[src/rtl/spi_register_bridge_pkg.sv]
// Shared definitions for the SPI register bridge: FSM state encoding and
// command-byte field layout.
package spi_register_bridge_pkg;

    typedef enum logic [2:0] {
        ST_IDLE    = 3'd0,
        ST_CMD     = 3'd1,
        ST_WDATA   = 3'd2,
        ST_WCOMMIT = 3'd3,
        ST_RWAIT   = 3'd4,
        ST_RDATA   = 3'd5
    } state_e;

    localparam int CMD_W      = 8;  // command byte width
    localparam int CMD_W_BIT  = 7;  // 1 = write, 0 = read
    localparam int CMD_AI_BIT = 6;  // auto-increment address after each data byte
    localparam int CMD_ADDR_W = 6;  // address field in bits 5:0
    localparam int BITCNT_W   = 3;  // bit position within a byte

endpackage

[src/rtl/spi_register_bridge_input_sync.sv]
// Brings the asynchronous SPI pins into the i_clk domain and produces
// registered SCLK rise/fall strokes aligned with the synchronised MOSI/CS_N.
// o_valid rises once the chains hold genuine pin samples, so reset values
// are never mistaken for a released chip select.
module spi_input_sync #(
    parameter int SYNC_STAGES = 2
) (
    input  logic i_clk,
    input  logic i_reset,
    input  logic i_sclk,
    input  logic i_cs_n,
    input  logic i_mosi,
    output logic o_sclk_rise,
    output logic o_sclk_fall,
    output logic o_cs_n,
    output logic o_mosi,
    output logic o_valid
);

    logic [SYNC_STAGES-1:0] sclk_sync_q;
    logic [SYNC_STAGES-1:0] cs_sync_q;
    logic [SYNC_STAGES-1:0] mosi_sync_q;
    logic                   sclk_prev_q;
    logic                   rise_q;
    logic                   fall_q;
    logic                   cs_n_q;
    logic                   mosi_q;
    logic [SYNC_STAGES:0]   fill_q;

    // Synchroniser chains plus one output register stage for edge detection.
    always_ff @(posedge i_clk or negedge i_reset) begin
        if (!i_reset) begin
            sclk_sync_q <= '0;
            cs_sync_q   <= '1;
            mosi_sync_q <= '0;
            sclk_prev_q <= 1'b0;
            rise_q      <= 1'b0;
            fall_q      <= 1'b0;
            cs_n_q      <= 1'b1;
            mosi_q      <= 1'b0;
            fill_q      <= '0;
        end else begin
            sclk_sync_q <= {sclk_sync_q[SYNC_STAGES-2:0], i_sclk};
            cs_sync_q   <= {cs_sync_q[SYNC_STAGES-2:0], i_cs_n};
            mosi_sync_q <= {mosi_sync_q[SYNC_STAGES-2:0], i_mosi};
            sclk_prev_q <= sclk_sync_q[SYNC_STAGES-1];
            rise_q      <= sclk_sync_q[SYNC_STAGES-1] & ~sclk_prev_q;
            fall_q      <= ~sclk_sync_q[SYNC_STAGES-1] & sclk_prev_q;
            cs_n_q      <= cs_sync_q[SYNC_STAGES-1];
            mosi_q      <= mosi_sync_q[SYNC_STAGES-1];
            fill_q      <= {fill_q[SYNC_STAGES-1:0], 1'b1};
        end
    end

    assign o_sclk_rise = rise_q;
    assign o_sclk_fall = fall_q;
    assign o_cs_n      = cs_n_q;
    assign o_mosi      = mosi_q;
    assign o_valid     = fill_q[SYNC_STAGES];

endmodule

[src/rtl/spi_register_bridge.sv]
// SPI mode-0 slave that owns all host access to the register file:
// decodes the command byte, issues single-cycle writes and serves read data
// on MISO, with optional address auto-increment.
module spi_register_bridge
    import spi_register_bridge_pkg::*;
#(
    parameter int ADDR_W      = 6,
    parameter int DATA_W      = 8,
    parameter int SYNC_STAGES = 2,
    parameter int RD_LAT      = 1
) (
    input  logic              i_clk,
    input  logic              i_reset,
    input  logic              i_spi_sclk,
    input  logic              i_spi_cs_n,
    input  logic              i_spi_mosi,
    output logic              o_spi_miso,
    output logic              o_write_en,
    output logic [ADDR_W-1:0] o_address,
    output logic [DATA_W-1:0] o_wdata,
    input  logic [DATA_W-1:0] i_rdata,
    output logic              o_busy,
    output logic              o_frame_err
);

    localparam int WAIT_W = $clog2(RD_LAT + 2);

    logic sclk_rise, sclk_fall, cs_n_s, mosi_s, sync_vld;

    spi_input_sync #(
        .SYNC_STAGES(SYNC_STAGES)
    ) u_sync (
        .i_clk      (i_clk),
        .i_reset    (i_reset),
        .i_sclk     (i_spi_sclk),
        .i_cs_n     (i_spi_cs_n),
        .i_mosi     (i_spi_mosi),
        .o_sclk_rise(sclk_rise),
        .o_sclk_fall(sclk_fall),
        .o_cs_n     (cs_n_s),
        .o_mosi     (mosi_s),
        .o_valid    (sync_vld)
    );

    state_e              state_q, state_d;
    logic                armed_q, armed_d;
    logic [BITCNT_W-1:0] bitcnt_q, bitcnt_d;
    logic [DATA_W-1:0]   shift_q, shift_d;
    logic [DATA_W-1:0]   out_q, out_d;
    logic [DATA_W-1:0]   wdata_q, wdata_d;
    logic [ADDR_W-1:0]   addr_q, addr_d;
    logic                ai_q, ai_d;
    logic                we_q, we_d;
    logic                err_q, err_d;
    logic [WAIT_W-1:0]   wait_q, wait_d;

    logic [DATA_W-1:0]   shift_in;
    logic                byte_done;

    assign shift_in  = {shift_q[DATA_W-2:0], mosi_s};
    assign byte_done = sclk_rise && (bitcnt_q == BITCNT_W'(CMD_W - 1));

    // State and datapath registers.
    always_ff @(posedge i_clk or negedge i_reset) begin
        if (!i_reset) begin
            state_q  <= ST_IDLE;
            armed_q  <= 1'b0;
            bitcnt_q <= '0;
            shift_q  <= '0;
            out_q    <= '0;
            wdata_q  <= '0;
            addr_q   <= '0;
            ai_q     <= 1'b0;
            we_q     <= 1'b0;
            err_q    <= 1'b0;
            wait_q   <= '0;
        end else begin
            state_q  <= state_d;
            armed_q  <= armed_d;
            bitcnt_q <= bitcnt_d;
            shift_q  <= shift_d;
            out_q    <= out_d;
            wdata_q  <= wdata_d;
            addr_q   <= addr_d;
            ai_q     <= ai_d;
            we_q     <= we_d;
            err_q    <= err_d;
            wait_q   <= wait_d;
        end
    end

    // Next-state logic; a released chip select overrides any SCLK edge.
    always_comb begin
        state_d  = state_q;
        armed_d  = armed_q | (cs_n_s & sync_vld);
        bitcnt_d = bitcnt_q;
        shift_d  = shift_q;
        out_d    = out_q;
        wdata_d  = wdata_q;
        addr_d   = addr_q;
        ai_d     = ai_q;
        we_d     = 1'b0;
        err_d    = 1'b0;
        wait_d   = wait_q;

        if (state_q != ST_IDLE && cs_n_s) begin
            state_d  = ST_IDLE;
            err_d    = (bitcnt_q != '0);
            bitcnt_d = '0;
        end else begin
            unique case (state_q)
                ST_IDLE: begin
                    bitcnt_d = '0;
                    if (armed_q && !cs_n_s) state_d = ST_CMD;
                end
                ST_CMD: begin
                    if (sclk_rise) begin
                        shift_d  = shift_in;
                        bitcnt_d = bitcnt_q + BITCNT_W'(1);
                        if (byte_done) begin
                            addr_d  = ADDR_W'(shift_in[CMD_ADDR_W-1:0]);
                            ai_d    = shift_in[CMD_AI_BIT];
                            wait_d  = '0;
                            state_d = shift_in[CMD_W_BIT] ? ST_WDATA : ST_RWAIT;
                        end
                    end
                end
                ST_WDATA: begin
                    if (sclk_rise) begin
                        shift_d  = shift_in;
                        bitcnt_d = bitcnt_q + BITCNT_W'(1);
                        if (byte_done) begin
                            wdata_d = shift_in;
                            we_d    = 1'b1;
                            state_d = ST_WCOMMIT;
                        end
                    end
                end
                ST_WCOMMIT: begin
                    if (ai_q) addr_d = addr_q + ADDR_W'(1);
                    state_d = ST_WDATA;
                end
                ST_RWAIT: begin
                    if (wait_q == WAIT_W'(RD_LAT)) begin
                        out_d   = i_rdata;
                        wait_d  = '0;
                        state_d = ST_RDATA;
                    end else begin
                        wait_d = wait_q + WAIT_W'(1);
                    end
                end
                ST_RDATA: begin
                    // The fall trailing the previous byte arrives with bitcnt 0
                    // and must not disturb the freshly loaded MSB.
                    if (sclk_fall && bitcnt_q != '0) out_d = {out_q[DATA_W-2:0], 1'b0};
                    if (sclk_rise) begin
                        bitcnt_d = bitcnt_q + BITCNT_W'(1);
                        if (byte_done) begin
                            if (ai_q) addr_d = addr_q + ADDR_W'(1);
                            wait_d  = '0;
                            state_d = ST_RWAIT;
                        end
                    end
                end
                default: state_d = ST_IDLE;
            endcase
        end
    end

    assign o_spi_miso  = (state_q == ST_RDATA) & out_q[DATA_W-1];
    assign o_write_en  = we_q;
    assign o_address   = addr_q;
    assign o_wdata     = wdata_q;
    assign o_busy      = (state_q != ST_IDLE) & ~cs_n_s;
    assign o_frame_err = err_q;

endmodule

[config.mk]
export PLATFORM = sky130hd
export DESIGN_NAME = spi_register_bridge
export DESIGN_NICKNAME = d
export VERILOG_FILES = /design/src/rtl/spi_register_bridge_pkg.sv /design/src/rtl/spi_register_bridge_input_sync.sv /design/src/rtl/spi_register_bridge.sv
export SDC_FILE = /design/constraint.sdc
export NUM_CORES = 1
export LEC_CHECK = 0
export CAP_MARGIN = 20
export CORE_UTILIZATION = 58
export CTS_BUF_LIST = sky130_fd_sc_hd__clkbuf_8 sky130_fd_sc_hd__clkbuf_16
export DETAILED_ROUTE_END_ITERATION = 10
export GPL_TIMING_DRIVEN = 1
export PLACE_DENSITY = 0.87
export SLEW_MARGIN = 40
export SYNTH_ARGS = -nofsm -noshare
export SYNTH_HDL_FRONTEND = slang
export SYNTH_SLANG_ARGS = --single-unit
[constraint.sdc]
create_clock -name i_clk -period 3 [get_ports i_clk]
set_input_delay 0.6 -clock i_clk [delete_from_list [all_inputs] [get_ports i_clk]]
set_output_delay 0.6 -clock i_clk [all_outputs]
set_load 0.03 [all_outputs]
# Yosys cells after proc, flatten, opt, wreduce, memory -nomap -nowiden
# Index checks and enable logic that the tools add are counted.
# totals
reg_bits	55
mem_bits_rw	0
out_inout_bits	18
in_bits	13
word_cells	112
n_memories	0
latch_bits	0
mem_bits_ro	0
# op_classes
n_eq_ne	24
n_shift	0
n_div	0
n_reduce_logical	23
bitwise_logic	10
multipliers	0
muxes	32
n_lt_le_gt_ge	0
add_sub_neg	3
# ops
operator	count
3-bit two-way mux	12
6-bit two-way mux	5
3-bit one-hot mux with 6 select lines	1
6-bit one-hot mux with 3 select lines	1
8-bit two-way mux	2
8-bit one-hot mux with 2 select lines	1
4-bit AND reduction	4
3-bit != test, second input constant	5
3-bit nonzero test	4
3-bit equality test, second input constant	3
3-bit by 2-bit != test with 1-bit output, second input constant	3
2-bit by 1-bit != test with 1-bit output, second input constant	4
2-bit != test, second input constant	4
8-bit AND reduction	1
6-bit by 1-bit adder with 6-bit output, second input constant	1
3-bit by 2-bit equality test with 1-bit output, second input constant	2
2-bit two-way mux	3
3-bit one-hot mux with 2 select lines	1
6-bit AND reduction	1
1-bit bitwise AND	5
1-bit two-way mux	5
1-bit logical AND	4
1-bit NOT	4
2-bit one-hot mux with 2 select lines	1
other kinds (13)	15

# Longest topological paths before layout
# logic_depth
depth_word	6
ltp_mapped	6
ltp_nobuf	6

# By module
# Synthesis repeated with hierarchy kept, for this count alone.
# hier_totals
hier_cells	192
area_unflattened_um2	2422.3
# by_module_without_submodules
mod	area_per_inst_um2	cells_each	seq_area_each_um2	n_inst
spi_register_bridge	2049.5	175	1026.0	1
spi_input_sync	372.9	17	354.1	1

# Worst setup path after synthesis
# OpenSTA, ideal clock, no wires.
# synth_timing
kind	register to output
from	register state_q[0]
to	output o_busy
path_buffers	2
t_arrival_ns	1.219
path_stages_with_launch	5
path_slack_ns	1.181
required_ns	2.400
cell_sequence	dfrtp_1 -> buf_4 -> clkbuf_1 -> nor3_1 -> nor2_1
# synth_between
elab_chain_cells	2
# synth_lines
item	line	source
start, declared	spi_register_bridge.sv:45	state_e state_q, state_d;
start signal, assigned	spi_register_bridge.sv:78	state_q <= state_d;
3-bit nonzero test	spi_register_bridge.sv:174	assign o_busy = (state_q != ST_IDLE) & ~cs_n_s;
1-bit bitwise AND	spi_register_bridge.sv:174	
end, declared	spi_register_bridge.sv:22	output logic o_busy,
# Every way passes these cells.

# Worst setup path after layout
# layout_timing
from	register state_q[1]
to	output o_spi_miso
# layout_between
elab_chain_cells	2
# layout_lines
item	line	source
3-bit equality test	spi_register_bridge.sv:170	assign o_spi_miso = (state_q == ST_RDATA) & out_q[DATA_W-1];
1-bit bitwise AND	spi_register_bridge.sv:170	
end, declared	spi_register_bridge.sv:17	output logic o_spi_miso,
# Every way passes these cells.

==> out/metrics.csv <==
metric,value,unit
status,"finished, final reports clean",
syn_to_final_growth,17.08,%
synth-compound-area-share,9.185,%
hp-class,in2async,
vias_per_cell,5.570,
holdWs,0.1484,ns
cts_setup_buffers,0,
p_sw_share,23.51,%
dieArea,0.004444,mm2
internal_power,0.9820,mW
hold_violations,0,
core_area,0.004000,mm2
postSynthAreaPerCell,12.90,um2
total_power,1.284,mW
cp_top_family,buffers and inverters,
rr_worst_depth,4,
finClkSkew,0.006396,ns
async_flop_share,100.0,%
clk_latency,0.30,ns
p_sw,0.3018,mW
crit_buf_inv,1,
grt_overflow,0,
portBuffers,30,
vias,1515,
p_seq_share,62.9,%
final.period_utilization,88.69,%
cts_hold_buffers,0,
synth_edf_count,0,
htree_levels,2,
die_height,66.66,um
synth_xor_area_share,0.7224,%
setup.worst_path.class,reg2out,
ys_types,39,
seq_area_frac_synth,56.91,%
worstMarginPinSlew,0.5718,ns
grt_start_max_net_pins,45,
cts_made_buffers,5,
reg2reg_from,state_q[2],
yosysMostFrequentCell,dfrtp_1,
syn_inst,188,
rsz0062_at_grt,false,
wl_per_cell,14.82,um
power_frac_comb,7.0,%
ir_worst_vdd,416.1,uV
drive_above_1_share,22.97,%
muxShareOfSynthArea,17.29,%
crit_path_max_incr_delay,0.68,ns
crit_required,2.40,ns
grt_use_met3,5.651,%
reg2reg_slack,1.12,ns
crit_chain,and2b_1 -> and3_1 -> clkdlybuf4s50_1,
dr.first_iter.drc_count,82,
worstSetupEndpointType,output pin,
cp_slowest_cell,clkdlybuf4s50_1,
cp-start-kind,flop,
ys_top_cells_by_count,"52 x dfrtp_1, 31 x mux2_2, 10 x nor2_1, 8 x nand2_1, 8 x nand3_1",
ant_nets,0,
setup_violations,0,
slew_headroom,61.88,%
top_usage_layer,met2,
path_max_fanout,14,
wl,4032,um
cts.sinks,55,
regArea,0.001380,mm2
p_clk_share,30.1,%
met2_usage,33.33,%
dp_hpwl,2885,um
ctsLongestPathBuffers,2,
syn-num-nets,205,
syn_area,0.002425,mm2
drv_cap,0,
critical_path_arrival,2.06,ns
synth.area.top_cells,"dfrtp_1 54%, mux2_2 14%, dfstp_2 3.3%",
yosysWarnings,0,
diodes,0,
antenna_found_initial,0,
synth_seq_cells,55,
r2r_end,o_wdata[4],
drv_slew,0,
cts_tree,yes,
leakagePower,1.339,nW
final_core_util,70.97,%
synth_top_family_by_area,multiplexers,
clockRootBuffer,clkbuf_8,
io_pins,31,
path_clk_slew,0.09,ns
grt_first_pass_wirelength,6617,um
fin_nets,238,
groute.layer.met1.usage,26.61,%
die_x,66.66,um
max_freq,375.8,MHz
first_pass_iters,4,
start_util,60.62,%
setup_ws,0.3394,ns
yosysTopAreaCell,dfrtp_1,
powerDensity,452.2,mW/mm2
synth.top_cell.area_share,53.66,%
fill_cells,291,
finalWeightedCongestion,0.7863,
placementRows,23,
yosys.area_share.simple,11.25,%
synth_fa_ha_area_share,2.064,%
fin_crit,2.661,ns
cts_resized,0,
tns,0,ns
drc,0,
place_ws,0.7051,ns
synthFlopType,dfrtp_1,
grtUsageTotal,20.40,%
first_global_vias,1462,
multi_input_area,985.9,um2
stage by stage:
stage | instance area, um2 | cells
finish | 2839 | 272
global route | 2839 | 272
detailed placement | 2754 | 264
CTS | 2839 | 272
global placement | 2754 | 264
floorplan | 2425 | 188
final cells by class:
type / instances / area share (%)
clock inverter: 3 / 0.5729
clock buffer: 5 / 2.424
inverter: 4 / 0.5289
multi-input combinational: 123 / 34.73
sequential: 55 / 48.61
tap: 50 / 2.204
timing repair buffer: 32 / 10.93
sequential cells by signal, summed over array words and instances (netlist names), 3 cells and up:
name / cells
bitcnt_q: 3
o_address: 6
o_wdata: 8
out_q: 8
shift_q: 7
state_q: 3
u_sync.fill_q: 3
cell families (layout without fill, tap and decap cells):
logic type / after synthesis / count (layout)
xor gates and xnor gates: 2 / 2
and+or+nand+nor: 50 / 50
buffers and inverters: 10 / 44
other: 1 / 1
DFF: 55 / 55
adders and majority gates: 4 / 4
AOI/OAI and AO/OA: 28 / 28
muxes: 38 / 38
worst max path at each step:
stage               start          to  slack (ns)  cells after the start
4_1_cts        state_q[1]  o_spi_miso        0.36                      3
5_1_grt        state_q[1]  o_spi_miso        0.28                      3
2_1_floorplan  state_q[0]      o_busy        1.18                      4
3_5_place_dp   state_q[1]  o_spi_miso        0.71                      3
3_3_place_gp   state_q[1]  o_spi_miso        0.74                      3
6_report       state_q[1]  o_spi_miso        0.34                      3
per-layer routing:
layer / wire length (um) / vias to the layer above
met3: 132 / 2
met5: 0 / -
li1: - / 733
met4: 20 / 0
met1: 1883 / 750
met2: 1996 / 30
layout by cell type (no fill, tap or decap), types with 2 or more instances in the layout:
| cell | count |
|---|---|
| a21oi_1 | 5 |
| dfrtp_1 | 52 |
| nand2_1 | 8 |
| nand2b_1 | 3 |
| clkdlybuf4s50_1 | 29 |
| nand3_1 | 8 |
| a22o_1 | 2 |
| nor3_1 | 4 |
| ha_1 | 4 |
| and3_1 | 2 |
| o211ai_1 | 3 |
| mux2i_1 | 7 |
| nand2_2 | 3 |
| a21boi_0 | 2 |
| xor2_1 | 2 |
| o21a_1 | 2 |
| dfstp_2 | 3 |
| inv_1 | 5 |
| nand3b_1 | 2 |
| o21ai_0 | 2 |
| nor2b_1 | 5 |
| o31ai_1 | 2 |
| o2bb2ai_1 | 5 |
| nor2_1 | 10 |
| clkbuf_8 | 5 |
| mux2_2 | 31 |
| buf_4 | 2 |
power by group through the flow:
stage	Clock (mW)	Combinational (mW)	Sequential, mW
5_1_grt	0.427	0.100	0.812
3_5_place_dp	0	0.0903	0.822
3_3_place_gp	0	0.0874	0.819
2_1_floorplan	0	0.0549	0.805
6_report	0.387	0.0893	0.808
4_1_cts	0.401	0.0909	0.807
No activity file was read; power rests on OpenSTA's default activity.
